$ cat src/rtl/alu_arbiter_pkg.sv
// Shared definitions for the ALU arbiter: op encoding, datapath widths and the
// legal-op check used by the response decoder.
package alu_arbiter_pkg;

    localparam int ALU_OP_W = 4;
    localparam int DATA_W   = 32;

    typedef logic [ALU_OP_W-1:0] alu_op_t;

    localparam alu_op_t ALU_ADD  = 4'b0000;
    localparam alu_op_t ALU_SUB  = 4'b0001;
    localparam alu_op_t ALU_AND  = 4'b0010;
    localparam alu_op_t ALU_OR   = 4'b0011;
    localparam alu_op_t ALU_XOR  = 4'b0100;
    localparam alu_op_t ALU_SLT  = 4'b0101;
    localparam alu_op_t ALU_SLTU = 4'b0110;
    localparam alu_op_t ALU_SLL  = 4'b0111;
    localparam alu_op_t ALU_SRL  = 4'b1000;
    localparam alu_op_t ALU_SRA  = 4'b1001;

    typedef struct packed {
        logic [DATA_W-1:0] result;
        logic              zero;
        logic              illegal;
    } rsp_t;

    function automatic logic is_legal_alu_op(input alu_op_t op);
        logic legal;
        case (op)
            ALU_ADD, ALU_SUB, ALU_AND, ALU_OR, ALU_XOR,
            ALU_SLT, ALU_SLTU, ALU_SLL, ALU_SRL, ALU_SRA: legal = 1'b1;
            default:                                      legal = 1'b0;
        endcase
        return legal;
    endfunction

endpackage

$ cat src/rtl/alu_arbiter_if.sv
// Bundle of the request channel, ALU drive, response slot and debug counters
// of the ALU arbiter; slave is the arbiter side, master the environment.
interface alu_arbiter_if
    import alu_arbiter_pkg::*;
#(
    parameter int NUM_REQ = 2,
    parameter int ID_W    = $clog2(NUM_REQ),
    parameter int CNT_W   = 16
);
    logic [NUM_REQ-1:0]          req_valid;
    logic [NUM_REQ-1:0]          req_ready;
    logic [NUM_REQ*ALU_OP_W-1:0] req_alu_control;
    logic [NUM_REQ*DATA_W-1:0]   req_src1;
    logic [NUM_REQ*DATA_W-1:0]   req_src2;

    alu_op_t                     alu_control;
    logic [DATA_W-1:0]           alu_src1;
    logic [DATA_W-1:0]           alu_src2;
    logic [DATA_W-1:0]           alu_result;
    logic                        alu_zero;

    logic                        rsp_valid;
    logic                        rsp_ready;
    logic [ID_W-1:0]             rsp_id;
    logic [DATA_W-1:0]           rsp_result;
    logic                        rsp_zero;
    logic                        rsp_illegal;

    logic [NUM_REQ*CNT_W-1:0]    grant_cnt;

    modport slave (
        input  req_valid, req_alu_control, req_src1, req_src2,
        input  alu_result, alu_zero, rsp_ready,
        output req_ready, alu_control, alu_src1, alu_src2,
        output rsp_valid, rsp_id, rsp_result, rsp_zero, rsp_illegal, grant_cnt
    );

    modport master (
        output req_valid, req_alu_control, req_src1, req_src2,
        output alu_result, alu_zero, rsp_ready,
        input  req_ready, alu_control, alu_src1, alu_src2,
        input  rsp_valid, rsp_id, rsp_result, rsp_zero, rsp_illegal, grant_cnt
    );

endinterface

$ cat src/rtl/alu_arbiter_rr_arbiter.sv
// Round-robin arbiter: searches from last+1 upward with wrap and returns a
// one-hot grant, its binary index and whether any grant was made.
module rr_arbiter #(
    parameter int NUM_REQ = 2,
    parameter int ID_W    = $clog2(NUM_REQ)
) (
    input  logic [NUM_REQ-1:0] req,
    input  logic               en,
    input  logic [ID_W-1:0]    last,
    output logic [NUM_REQ-1:0] grant,
    output logic [ID_W-1:0]    idx,
    output logic               found
);

    // First valid requester after the last winner; the first hit masks the rest.
    always_comb begin
        logic [ID_W-1:0] cand;
        logic            hit;
        grant = '0;
        idx   = '0;
        found = 1'b0;
        for (int k = 1; k <= NUM_REQ; k++) begin
            cand        = ID_W'((int'(last) + k) % NUM_REQ);
            hit         = en && !found && req[cand];
            grant[cand] = grant[cand] | hit;
            idx         = hit ? cand : idx;
            found       = found | hit;
        end
    end

endmodule

$ cat src/rtl/alu_arbiter.sv
// Shares one ALU between NUM_REQ requesters: round-robin grant, combinational
// operand mux, one registered response slot and saturating grant counters.
module alu_arbiter
    import alu_arbiter_pkg::*;
#(
    parameter int NUM_REQ = 2,
    parameter int ID_W    = $clog2(NUM_REQ),
    parameter int CNT_W   = 16
) (
    input  logic         clk,
    input  logic         rst,
    alu_arbiter_if.slave bus
);

    localparam logic [CNT_W-1:0] CNT_MAX  = {CNT_W{1'b1}};
    localparam logic [ID_W-1:0]  LAST_RST = ID_W'(NUM_REQ - 1);

    logic                             accept_s;
    logic [NUM_REQ-1:0]               grant_s;
    logic [ID_W-1:0]                  grant_idx_s;
    logic                             grant_any_s;
    alu_op_t                          op_s;
    logic [DATA_W-1:0]                src1_s;
    logic [DATA_W-1:0]                src2_s;
    logic                             illegal_s;
    rsp_t                             rsp_next_s;

    logic [ID_W-1:0]                  last_r;
    logic                             rsp_valid_r;
    logic [ID_W-1:0]                  rsp_id_r;
    rsp_t                             rsp_r;
    logic [NUM_REQ-1:0][CNT_W-1:0]    cnt_r;

    // The slot may refill in the same cycle the consumer drains it.
    assign accept_s = !rsp_valid_r || bus.rsp_ready;

    rr_arbiter #(
        .NUM_REQ (NUM_REQ),
        .ID_W    (ID_W)
    ) u_rr (
        .req   (bus.req_valid),
        .en    (accept_s),
        .last  (last_r),
        .grant (grant_s),
        .idx   (grant_idx_s),
        .found (grant_any_s)
    );

    assign bus.req_ready = grant_s;

    // Operand mux: granted requester's op and sources, otherwise all zero.
    always_comb begin
        if (grant_any_s) begin
            op_s   = bus.req_alu_control[{grant_idx_s, 2'b00} +: ALU_OP_W];
            src1_s = bus.req_src1[{grant_idx_s, 5'b00000} +: DATA_W];
            src2_s = bus.req_src2[{grant_idx_s, 5'b00000} +: DATA_W];
        end else begin
            op_s   = ALU_ADD;
            src1_s = {DATA_W{1'b0}};
            src2_s = {DATA_W{1'b0}};
        end
    end

    assign bus.alu_control = op_s;
    assign bus.alu_src1    = src1_s;
    assign bus.alu_src2    = src2_s;

    assign illegal_s = !is_legal_alu_op(op_s);

    // Illegal ops are still consumed but report a forced zero result.
    always_comb begin
        if (illegal_s) begin
            rsp_next_s.result  = {DATA_W{1'b0}};
            rsp_next_s.zero    = 1'b1;
            rsp_next_s.illegal = 1'b1;
        end else begin
            rsp_next_s.result  = bus.alu_result;
            rsp_next_s.zero    = bus.alu_zero;
            rsp_next_s.illegal = 1'b0;
        end
    end

    // Response slot and priority pointer; both move only on a handshake.
    always_ff @(posedge clk or posedge rst) begin
        if (rst) begin
            rsp_valid_r <= 1'b0;
            rsp_id_r    <= '0;
            rsp_r       <= '0;
            last_r      <= LAST_RST;
        end else if (grant_any_s) begin
            rsp_valid_r <= 1'b1;
            rsp_id_r    <= grant_idx_s;
            rsp_r       <= rsp_next_s;
            last_r      <= grant_idx_s;
        end else if (bus.rsp_ready) begin
            rsp_valid_r <= 1'b0;
        end else begin
            rsp_valid_r <= rsp_valid_r;
        end
    end

    // Per-requester accepted-request counters, saturating at all-ones.
    always_ff @(posedge clk or posedge rst) begin
        if (rst) begin
            cnt_r <= '0;
        end else begin
            for (int i = 0; i < NUM_REQ; i++) begin
                if (grant_s[i] && (cnt_r[i] != CNT_MAX)) begin
                    cnt_r[i] <= cnt_r[i] + CNT_W'(1);
                end else begin
                    cnt_r[i] <= cnt_r[i];
                end
            end
        end
    end

    assign bus.rsp_valid   = rsp_valid_r;
    assign bus.rsp_id      = rsp_id_r;
    assign bus.rsp_result  = rsp_r.result;
    assign bus.rsp_zero    = rsp_r.zero;
    assign bus.rsp_illegal = rsp_r.illegal;
    assign bus.grant_cnt   = cnt_r;

endmodule

$ cat src/flat_wrapper.sv
// flat-port wrapper written by rule: the top's interface ports become plain ports
module alu_arbiter_flat import alu_arbiter_pkg::*;
#(
    parameter int NUM_REQ = 2,
    parameter int ID_W    = $clog2(NUM_REQ),
    parameter int CNT_W   = 16
)
  (clk, rst, bus_req_valid, bus_req_alu_control, bus_req_src1, bus_req_src2, bus_alu_result, bus_alu_zero, bus_rsp_ready, bus_req_ready, bus_alu_control, bus_alu_src1, bus_alu_src2, bus_rsp_valid, bus_rsp_id, bus_rsp_result, bus_rsp_zero, bus_rsp_illegal, bus_grant_cnt);
  alu_arbiter_if #(.NUM_REQ(NUM_REQ), .ID_W(ID_W), .CNT_W(CNT_W)) bus_i ();
  input  logic clk;
  input  logic rst;
  input wire logic [$bits(bus_i.req_valid)-1:0] bus_req_valid;
  input wire logic [$bits(bus_i.req_alu_control)-1:0] bus_req_alu_control;
  input wire logic [$bits(bus_i.req_src1)-1:0] bus_req_src1;
  input wire logic [$bits(bus_i.req_src2)-1:0] bus_req_src2;
  input wire logic [$bits(bus_i.alu_result)-1:0] bus_alu_result;
  input wire logic [$bits(bus_i.alu_zero)-1:0] bus_alu_zero;
  input wire logic [$bits(bus_i.rsp_ready)-1:0] bus_rsp_ready;
  output wire logic [$bits(bus_i.req_ready)-1:0] bus_req_ready;
  output wire logic [$bits(bus_i.alu_control)-1:0] bus_alu_control;
  output wire logic [$bits(bus_i.alu_src1)-1:0] bus_alu_src1;
  output wire logic [$bits(bus_i.alu_src2)-1:0] bus_alu_src2;
  output wire logic [$bits(bus_i.rsp_valid)-1:0] bus_rsp_valid;
  output wire logic [$bits(bus_i.rsp_id)-1:0] bus_rsp_id;
  output wire logic [$bits(bus_i.rsp_result)-1:0] bus_rsp_result;
  output wire logic [$bits(bus_i.rsp_zero)-1:0] bus_rsp_zero;
  output wire logic [$bits(bus_i.rsp_illegal)-1:0] bus_rsp_illegal;
  output wire logic [$bits(bus_i.grant_cnt)-1:0] bus_grant_cnt;
  assign bus_i.req_valid = bus_req_valid;
  assign bus_i.req_alu_control = bus_req_alu_control;
  assign bus_i.req_src1 = bus_req_src1;
  assign bus_i.req_src2 = bus_req_src2;
  assign bus_i.alu_result = bus_alu_result;
  assign bus_i.alu_zero = bus_alu_zero;
  assign bus_i.rsp_ready = bus_rsp_ready;
  assign bus_req_ready = bus_i.req_ready;
  assign bus_alu_control = bus_i.alu_control;
  assign bus_alu_src1 = bus_i.alu_src1;
  assign bus_alu_src2 = bus_i.alu_src2;
  assign bus_rsp_valid = bus_i.rsp_valid;
  assign bus_rsp_id = bus_i.rsp_id;
  assign bus_rsp_result = bus_i.rsp_result;
  assign bus_rsp_zero = bus_i.rsp_zero;
  assign bus_rsp_illegal = bus_i.rsp_illegal;
  assign bus_grant_cnt = bus_i.grant_cnt;
  alu_arbiter #(.NUM_REQ(NUM_REQ), .ID_W(ID_W), .CNT_W(CNT_W)) u_core (.clk(clk), .rst(rst), .bus(bus_i));
endmodule
$ cat config.mk
export PLATFORM = sky130hd
export DESIGN_NAME = alu_arbiter_flat
export DESIGN_NICKNAME = d
export VERILOG_FILES = /design/src/rtl/alu_arbiter_pkg.sv /design/src/rtl/alu_arbiter_if.sv /design/src/rtl/alu_arbiter_rr_arbiter.sv /design/src/rtl/alu_arbiter.sv /design/src/flat_wrapper.sv
export SDC_FILE = /design/constraint.sdc
export NUM_CORES = 1
export LEC_CHECK = 0
export CAP_MARGIN = 10
export CORE_AREA = 2 2 121 123
export DETAILED_ROUTE_END_ITERATION = 10
export DIE_AREA = 0 0 123 125
export PLACE_DENSITY_LB_ADDON = 0.08
export RECOVER_POWER = 50
export SLEW_MARGIN = 20
export SYNTH_ARGS = -nofsm -noshare
export SYNTH_HDL_FRONTEND = slang
export SYNTH_HIERARCHICAL = 1
export SYNTH_SLANG_ARGS = --single-unit
export TNS_END_PERCENT = 10
$ cat constraint.sdc
create_clock -name clk -period 1.9 [get_ports clk]
set_clock_uncertainty 0.15 [all_clocks]
set_input_delay 0.19 -clock clk [delete_from_list [all_inputs] [get_ports clk]]
set_output_delay 0.19 -clock clk [all_outputs]
set_load 0.01 [all_outputs]
# ---- After elaboration in Yosys (flattened, before gate mapping)
# Memories as Yosys holds them, arrays and structs flattened.
# Cells that the tools add are included.
dict set report classes {
  eq_ne 2
  magnitude_cmp 4
  bitwise 4
  n_reduce_logical 11
  muxes 20
  add_sub_neg 4
  shift 3
}
# op count
set op_table {}
lappend op_table {{$shiftx A64 B7 Y32} 2}
lappend op_table {{$mux W32} 2}
lappend op_table {{$mux W34} 1}
lappend op_table {{$add A16 B1 Y16 const B} 2}
lappend op_table {{$ne A16 B16 Y1 const B} 2}
lappend op_table {{$mux W1} 13}
lappend op_table {{$shiftx A8 B4 Y4} 1}
lappend op_table {{$logic_and A1 B1 Y1} 7}
lappend op_table {{$lt A1 B2 Y1 const B} 2}
lappend op_table {{$mux W4} 1}
lappend op_table {{$or A1 B1 Y1} 3}
lappend op_table {{$add A1 B1 Y1 const B} 2}
lappend op_table {{$and A2 B2 Y2} 1}
lappend op_table {{$bwmux W2} 1}
lappend op_table {{$demux W1 S1} 2}
lappend op_table {{$ge A1 B1 Y1 const B} 2}
lappend op_table {{$logic_not A1 Y1} 2}
lappend op_table {{$reduce_bool A2 Y1} 1}
lappend op_table {{$logic_or A1 B1 Y1} 1}
dict set report totals {
  wordCells 57
  out_inout_bits 138
  input_bits 174
  romBits 16
  reg_bits 69
  n_memories 1
}
# name depth word_bits read_ports rd_clocked_by_memory_dff wr line_no
set memory_table {}
lappend memory_table {{(no name shown)} 16 1 1 0 0 alu_arbiter_pkg.sv:29} ;# case (op)

# ---- Depth between registers and ports, before layout
# Gate-level depths: netlist of run 1.
# An unclocked memory read counts as a cell.
dict set report depth {
  ltp_word 12
  mapped_depth 10
  mapped_depth_nobuf 7
}

# ---- Cells and area by module
# Netlist of run 1, hierarchy kept.
# module seq_area_each_um2 n_inst cells_each area_each_um2
set by_module_without_submodules {}
lappend by_module_without_submodules {alu_arbiter 1727.9 1 399 3968.8}
lappend by_module_without_submodules {rr_arbiter 0.0 1 7 33.8}

# ---- Worst setup path after synthesis of run 1
# Ideal clock, no wire load.
dict set report synth_path {
  path_type {reg2reg}
  start {register u_core.rsp_valid_r (netlist: u_core/bus.rsp_valid)}
  end {register u_core.cnt_r, in the netlist u_core/bus.grant_cnt[31]}
  required_time_ps 1671
  arrival_ps 2066
  slack_ps -395
  setup_time_ps 79
  n_path_buf 1
  synth_period_minus_slack_ps 2295
  stages_incl_launch_ff 9
  cell_sequence {dfrtp_1 nand2b_1 nand2_1 a21oi_1 nand3_1 or2_1 clkbuf_1 nor4_1 xor2_1}
}
dict set report synth_via {
  elab_chain_cells 10
  word_cells_on_any_way 13
  cone_classes {mux (3); bitwise (3); reduce/logical (7)}
}
# element line_no
set synth_lines {}
lappend synth_lines {{start, declared} alu_arbiter.sv:29} ;# logic rsp_valid_r;
lappend synth_lines {{start signal, assigned} alu_arbiter.sv:98} ;# rsp_valid_r <= rsp_valid_r;
lappend synth_lines {{$logic_not A1 Y1 *} alu_arbiter.sv:35} ;# assign accept_s = !rsp_valid_r || bus.rsp_ready;
lappend synth_lines {{$logic_or A1 B1 Y1 *} alu_arbiter.sv:35}
lappend synth_lines {{net u_core.accept_s} alu_arbiter.sv:18} ;# logic accept_s;
lappend synth_lines {{$logic_and A1 B1 Y1} alu_arbiter_rr_arbiter.sv:24} ;# hit = en && !found && req[cand];
lappend synth_lines {{$or A1 B1 Y1} alu_arbiter_rr_arbiter.sv:25} ;# grant[cand] = grant[cand] | hit;
lappend synth_lines {{$and A2 B2 Y2 (no source line)} --}
lappend synth_lines {{$mux W1 (not written as such) (2 in a row)} alu_arbiter_rr_arbiter.sv:25}
lappend synth_lines {{$or A1 B1 Y1} alu_arbiter_rr_arbiter.sv:25}
lappend synth_lines {{$bwmux W2 *} alu_arbiter_rr_arbiter.sv:25}
lappend synth_lines {{net bus_req_ready[1]} flat_wrapper.sv:19} ;# output wire logic [$bits(bus_i.req_ready)-1:0] bus_req_ready;
lappend synth_lines {{$logic_and A1 B1 Y1 *} alu_arbiter.sv:108} ;# if (grant_s[i] && (cnt_r[i] != CNT_MAX)) begin
lappend synth_lines {{end signal, assigned by index} alu_arbiter.sv:109} ;# cnt_r[i] <= cnt_r[i] + CNT_W'(1);
lappend synth_lines {{end signal, assigned by index} alu_arbiter.sv:111} ;# cnt_r[i] <= cnt_r[i];
lappend synth_lines {{end, declared} alu_arbiter.sv:32} ;# logic [NUM_REQ-1:0][CNT_W-1:0] cnt_r;
# Mark *: on every way through the listed nets, which the timed path passes. The rest lies on a longest branch. The select of a mux whose other input is x is not followed.
# A chain may end at the register's enable or synchronous reset.

# ---- Worst setup path in the final report of run 1
dict set report layout_path {
  start {register u_core.rsp_valid_r (netlist: u_core/bus.rsp_valid)}
  end {register u_core.rsp_r, in the netlist u_core/bus.rsp_result[0]}
}
dict set report layout_via {
  elab_chain_cells 11
  word_cells_on_any_way 13
  cone_classes {shift (1); mux (4); bitwise (1); reduce/logical (6); memory (1)}
}
# element line_no
set layout_lines {}
lappend layout_lines {{$logic_not A1 Y1 *} alu_arbiter.sv:35}
lappend layout_lines {{$logic_or A1 B1 Y1 *} alu_arbiter.sv:35}
lappend layout_lines {{net u_core.accept_s} alu_arbiter.sv:18}
lappend layout_lines {{$logic_and A1 B1 Y1} alu_arbiter_rr_arbiter.sv:24}
lappend layout_lines {{$logic_not A1 Y1} alu_arbiter_rr_arbiter.sv:24}
lappend layout_lines {{$logic_and A1 B1 Y1 (2 in a row)} alu_arbiter_rr_arbiter.sv:24}
lappend layout_lines {{$mux W1 *} alu_arbiter_rr_arbiter.sv:26} ;# idx = hit ? cand : idx;
lappend layout_lines {{net u_core.grant_idx_s} alu_arbiter.sv:20} ;# logic [ID_W-1:0] grant_idx_s;
lappend layout_lines {{$shiftx A8 B4 Y4 *} alu_arbiter.sv:54} ;# op_s = bus.req_alu_control[{grant_idx_s, 2'b00} +: ALU_OP_W];
lappend layout_lines {{$mux W4 *} alu_arbiter.sv:53} ;# if (grant_any_s) begin
lappend layout_lines {{$mem_v2 Z16 W1 *} --}
lappend layout_lines {{$mux W34 *} alu_arbiter.sv:72} ;# if (illegal_s) begin
lappend layout_lines {{end signal, assigned} alu_arbiter.sv:93} ;# rsp_r <= rsp_next_s;
lappend layout_lines {{end, declared} alu_arbiter.sv:31} ;# rsp_t rsp_r;
# Mark *: on every way through the listed nets, which the timed path passes. The rest lies on a longest branch.

==> results of run 1 <==
[layout by cell type (no fill, tap or decap), types with 12 or more instances in the layout]
cell and count:
buf_4 56, buf_2 33, dfrtp_1 68, nand4_1 12, clkbuf_2 34, a22o_1 32
nor2_1 71, clkdlybuf4s50_1 235, nand2_1 12, clkbuf_16 12, buf_6 17, mux2i_1 59
[worst max-delay path, stage by stage, from the launching register on]
cell       delay (ns)
dfrtp_1          0.38
nand2b_1         0.12
nand2_2          0.09
a21oi_4          0.29
clkbuf_16        0.22
buf_6            0.10
mux2i_2          0.07
a211o_1          0.32
and2_4           0.17
buf_12           0.15
a22o_1           0.18
[sequential cells by signal (all words and copies together) (netlist names)]
register                flops
u_core/bus.rsp_id           1
u_core/bus.rsp_zero         1
u_core/last_r               1
u_core/bus.rsp_valid        1
u_core/bus.rsp_result      32
u_core/bus.grant_cnt       32
u_core/bus.rsp_illegal      1
[power groups by stage]
stage / clock [W] / combinational [W] / sequential, W
CTS: 0.00172 / 0.00267 / 0.00195
global route: 0.00180 / 0.00292 / 0.00199
finish: 0.00167 / 0.00273 / 0.00195
floorplan: 0 / 0.000859 / 0.00210
detailed placement: 0 / 0.00273 / 0.00197
global placement: 0 / 0.00270 / 0.00196
[stage by stage]
stage               power, W  setup TNS (ns)
global placement     0.00466          -60.13
detailed placement   0.00469          -61.37
finish               0.00636          -38.21
floorplan            0.00296           -9.31
CTS                  0.00634          -30.71
global route         0.00670          -47.20
[Yosys cell counts (all sizes together), types with 5 or more instances]
master  instances
o21ai           5
and3            9
inv            10
mux2i          68
nand3          13
dfrtp          68
nand4          12
a22o           32
nand2          15
nor2           73
xnor2          10
clkbuf         13
nor3            5
a21oi          14
xor2           11
buf            12
[how the worst max path moves through the flow]
stage	slack [ns]	depth (start not counted)	endpoint
finish	-0.45	10	u_core/bus.rsp_result[0]
global route	-0.53	9	bus_alu_src2[28]
CTS	-0.60	8	bus_alu_src1[11]
detailed placement	-0.61	9	bus_alu_src1[20]
floorplan	-0.18	10	u_core/bus.rsp_result[26]
global placement	-0.61	9	bus_alu_src1[31]
[routing by layer]
metal  global-route usage  up-vias  wire [um]  part of all wire
li1                     -     2233          -                 -
met1                0.251     2154       6710              0.39
met2                0.397      152       9250              0.53
met3               0.0648       19       1070             0.062
met4               0.0662        0        308             0.018
met5                    0        -          0                 0
[kinds of logic after synthesis]
kind of cell,after synthesis,share of synthesized area
simple gates,145,0.174
buf+inv,35,0.0419
mux,72,0.181
fa+ha+maj,2,0.00625
xor+xnor,21,0.0460
flops,69,0.432
compound gates,62,0.119
[timing repair]
action	in CTS	in global routing
pin swaps	10	10
buffers inserted	0	11
cloned	0	3
gates resized for setup	174	129
setup endpoints to repair	115	128
hold buffers	0	0
[final cells by class]
cell class	count	area, um2	share of cell area
flip-flops and latches	69	1730	0.207
clock buffers	11	243	0.0291
clock inverters	5	60.1	0.00720
repair buffers	399	3680	0.441
inverters	10	41.3	0.00495
well taps	184	230	0.0276
multi-input cells	302	2360	0.283
==> impl_results.md, run 1 <==
- Sequential power share: 0.307
- Crit path launch type: flip-flop
- RSZ-0062 raised after global routing: yes
- Post-route DRC: 0
- CTS max path bufs: 2
- Post-detail-place hpwl: 14.1 mm
- Max Cap Viol: 0
- Worst slew margin: 0.571
- Worst reg2reg startpoint: u_core/bus.rsp_valid
- Final cell area excluding filler cells: 8340 um2
- Cells after Synth: 406
- Placed cell area: 7980 um2
- Routed wire length per instance: 17.7 um
- H-Tree Depth: 3
- Clk pin slew, worst setup/hold paths: 0.06 ns
- Vias per std cell: 4.65
- Starting DRC count in detailed routing: 133
- Vias in the first global route: 4812
- Placer Congestion: 0.876
- Run status: finished with violations
- Crit path max fanout: 21
- Initial antenna violation count: 0
- Min Hold Slack: 0.225 ns
- Clock sinks: 69
- Final-report hold violation count: 0
- WL final: 17.3 mm
- Finished Layout Cells: 980
- Avg Inst Size Synth: 9.86 um2
- CTS tree: done
- Largest net degree at the start of global routing: 39
- Crit path from: u_core/bus.rsp_valid
- Mapped Nets: 582
- RR Endpoint: u_core/bus.rsp_result[0]
- Die area: 15400 um2
- All-Layer GR Usage: 0.222
- Maximum vdd ir drop: 0.000416 V
- Final nets: 967
- Tcrit/Tclk final: 1.24
- Share of post-route cells with drive strength above 1: 0.278
- Crit end category: flip-flop
- Synth area leader: dfrtp_1
- Post-synthesis cell type count: 41
- Top_reg_cell synth: dfrtp_1
- Overflow after GRT: 0
- Tmin final: 2.35 ns
- Leakage power: 3.75 nW
- Synth Cell Area: 4000 um2
- CP arrival: 2.41 ns
- Sw frac: 0.314
- Switching power total: 0.00199 W
- DIE HEIGHT: 125 um
- Achievable Freq: 0.425 GHz
- EDFF count, synth: 0
- # placed instances: 952
- PnR worst setup slack: -0.450 ns
- Pre-CTS WS: -0.611 ns
- Post-synth top area share: 0.425
- Actual slew at the worst max-slew pin: 0.640 ns
- I/O Buffers: 311
- R2R setup slack: -0.45 ns
- WS Path Type: flip-flop to flip-flop
- First-pass DRT Iterations: 4
- Post-route ant nets: 0
- Combinational fraction of design power: 0.430
- Clock latency at the later pin of the worst-skew pair: 0.33 ns
- Dominant cells by area after synthesis: dfrtp_1 43%, mux2i_1 17%, a22o_1 7.0%
- Std-Cell Rows: 44
- Starting Density: 0.282
- Hold Path Class: primary input to asynchronous set/reset pin
- Critical path required time: 1.96 ns
- Yosys Warn Count: 6
- Failing checks: negative setup slack
- Fraction of registers with async set/reset: 1.00
- IO Pins: 312
- Pint: 0.00436 W
- R2r worst-path depth: 10
- Setup violations, final: 113
- Num CTS Buffers: 9
- Sequential area share after synthesis: 0.432
- # diodes: 0
- Clock power frac: 0.263
- P&R area growth vs syn: 108%
- Routed vias: 4558
- Post-synthesis register bit count: 69
- Final Max Slew Viols: 0
- Final Util: 0.587
- Global-route wire length before repair: 26.2 mm
- Clock root buffer: clkbuf_16
- Power Density: 762 nW/um2
- Core footprint: 14200 um2
- Fillers: 1277
- Die Span X: 123 um
Power figures use the tool's default switching activity.
==> run 2, diff against run 1 <==
CORE_AREA = 2 2 122 124   (was 2 2 121 123)
DIE_AREA = 0 0 124 126   (was 0 0 123 125)
SKIP_CTS_REPAIR_TIMING = 1   (was default)
clock period = 2.54 ns   (was 1.9 ns; I/O delays follow)
==> impl_results.md, run 2 (synthesis gave the netlist of run 1 again) <==
- Run status: finished with violations
- Failing checks: max-capacitance violations, max-slew violations, negative setup slack
- Clock root buffer: clkbuf_16
- WL final: 15.9 mm
- PnR Total Power: 0.00449 W
- Die Span X: 124 um
- Share of post-route cells with drive strength above 1: 0.0747
- Worst reg2reg startpoint: u_core/bus.rsp_valid
- Clock latency at the later pin of the worst-skew pair: 0.33 ns
- R2r worst-path depth: 8
- Crit path max fanout: 18
- PnR worst setup slack: -0.0974 ns
- Starting DRC count in detailed routing: 192
- Placer Congestion: 0.887
- Power Density: 569 nW/um2
- Tcrit/Tclk final: 1.04
- Core footprint: 14300 um2
- Setup violations, final: 26
- Achievable Freq: 0.379 GHz
- H-Tree Depth: 3
- Max Cap Viol: 1
- Maximum vdd ir drop: 0.000316 V
- Initial antenna violation count: 1
- Sequential power share: 0.333
- RR Endpoint: u_core/bus.rsp_result[30]
- Crit path launch type: primary input
- Routed wire length per instance: 17.3 um
- DIE HEIGHT: 126 um
- Total Neg Setup Slack: -1.80 ns
- Clock power frac: 0.281
- Post-route ant nets: 0
- Hold depth: 3
- Finished Layout Cells: 921
- Final Util: 0.552
- All-Layer GR Usage: 0.201
- Final nets: 907
- Sequential standard cell area: 1730 um2
- Combinational fraction of design power: 0.386
- Hold Path Sink: u_core/bus.rsp_zero
- Hold Path Class: primary input to flip-flop
- IO Pins: 312
- Std-Cell Rows: 44
- Pre-CTS WS: -0.111 ns
- Critical path required time: 2.14 ns
- Sw frac: 0.317
- CTS tree: done
- I/O Buffers: 311
- Overflow after GRT: 0
- Vias in the first global route: 4482
- R2R setup slack: 0.28 ns
- Routed vias: 4320
- Worst slew margin: -0.145
- Vias per std cell: 4.69
- Switching power total: 0.00142 W
- Pint: 0.00307 W
- Actual slew at the worst max-slew pin: 1.72 ns
- # placed instances: 904
- CTS max path bufs: 2
- CP arrival: 2.23 ns
- Global-route wire length before repair: 24.2 mm
- Commonest non-fill, non-tap cell in the layout: clkdlybuf4s50_1
- Footprint of the multi-input gates: 2120 um2
- Hold Path Origin: bus_alu_zero
- Post-detail-place hpwl: 12.8 mm
- Commonest non-fill, non-tap cells in the layout: 221 x clkdlybuf4s50_1, 73 x nor2_1, 68 x dfrtp_1, 67 x mux2i_1, 51 x dlygate4sd3_1
- Fillers: 1302
- WS Path Type: primary input to output pin
- Largest net degree at the start of global routing: 70
- Crit end category: output pin
- Num CTS Buffers: 9
- P&R area growth vs syn: 97.4%
- Leakage power: 3.90 nW
- Die area: 15600 um2
- Post-route DRC: 0
- Starting Density: 0.280
- Clk pin slew, worst setup/hold paths: 0.06 ns
- Clock sinks: 69
- Final Max Slew Viols: 70
- RSZ-0062 raised after global routing: yes
- Final-report hold violation count: 0
- First-pass DRT Iterations: 4
- Tmin final: 2.64 ns
run 2: cell count changes in the layout (fill, tap and decap cells not counted), moves of 6 or more:
cell / delta
dlygate4sd3_1: +45
dlymetal6s2s_1: +38
buf_6: -16
buf_4: -36
mux2i_1: +8
a21oi_1: +6
clkdlybuf4s50_1: -14
clkbuf_2: -33
buf_2: -33
run 2: final cells by class:
type,count,share of cell area
Antenna cell,1,0.000317
Clock buffer,9,0.0285
Clock inverter,7,0.00934
Inverter,10,0.00491
Multi-Input combinational cell,302,0.269
Sequential cell,69,0.219
Tap cell,184,0.0291
Timing Repair Buffer,339,0.441
run 2: metal layers:
layer | vias to the layer above | GRT usage | share of wire | routed length, um
met3 | 28 | 0.0548 | 0.071 | 1140
met4 | 0 | 0.0707 | 0.022 | 357
li1 | 2107 | - | - | -
met1 | 2017 | 0.245 | 0.40 | 6430
met5 | - | 0 | 0 | 0
met2 | 168 | 0.338 | 0.50 | 7990
run 2: power groups by stage:
stage                     registers, W  logic [W]  clock network [W]
after global routing           0.00153    0.00187            0.00135
after detailed placement       0.00152    0.00182                  0
after global placement         0.00151    0.00180                  0
final                          0.00149    0.00174            0.00126
after floorplan                0.00157   0.000629                  0
after CTS                      0.00150    0.00183            0.00129
run 2: how the worst max path moves through the flow:
stage / from / endpoint / slack, ns
floorplan: u_core/bus.rsp_valid / u_core/bus.grant_cnt[31] / 0.25
global placement: bus_rsp_ready / u_core/bus.rsp_result[29] / -0.12
detailed placement: bus_rsp_ready / bus_alu_src2[22] / -0.11
finish: bus_rsp_ready / bus_alu_src1[26] / -0.1
global route: bus_rsp_ready / bus_alu_src1[26] / -0.19
CTS: bus_rsp_ready / bus_alu_src2[22] / -0.13
run 2: worst max-delay path, stage by stage:
cell             delay (ns)
clkdlybuf4s50_1        0.45
nand2b_1               0.14
nand2_1                0.11
a21oi_4                0.15
buf_12                 0.18
buf_12                 0.19
mux2i_1                0.21
nor2_1                 0.06
clkdlybuf4s50_1        0.49
run 2: per-stage QoR:
stage	cell area, um2	hold slack, ns
global route	7900	0.343
floorplan	4000	0.226
global placement	7510	0.332
finish	7900	0.317
detailed placement	7510	0.340
CTS	7810	0.197
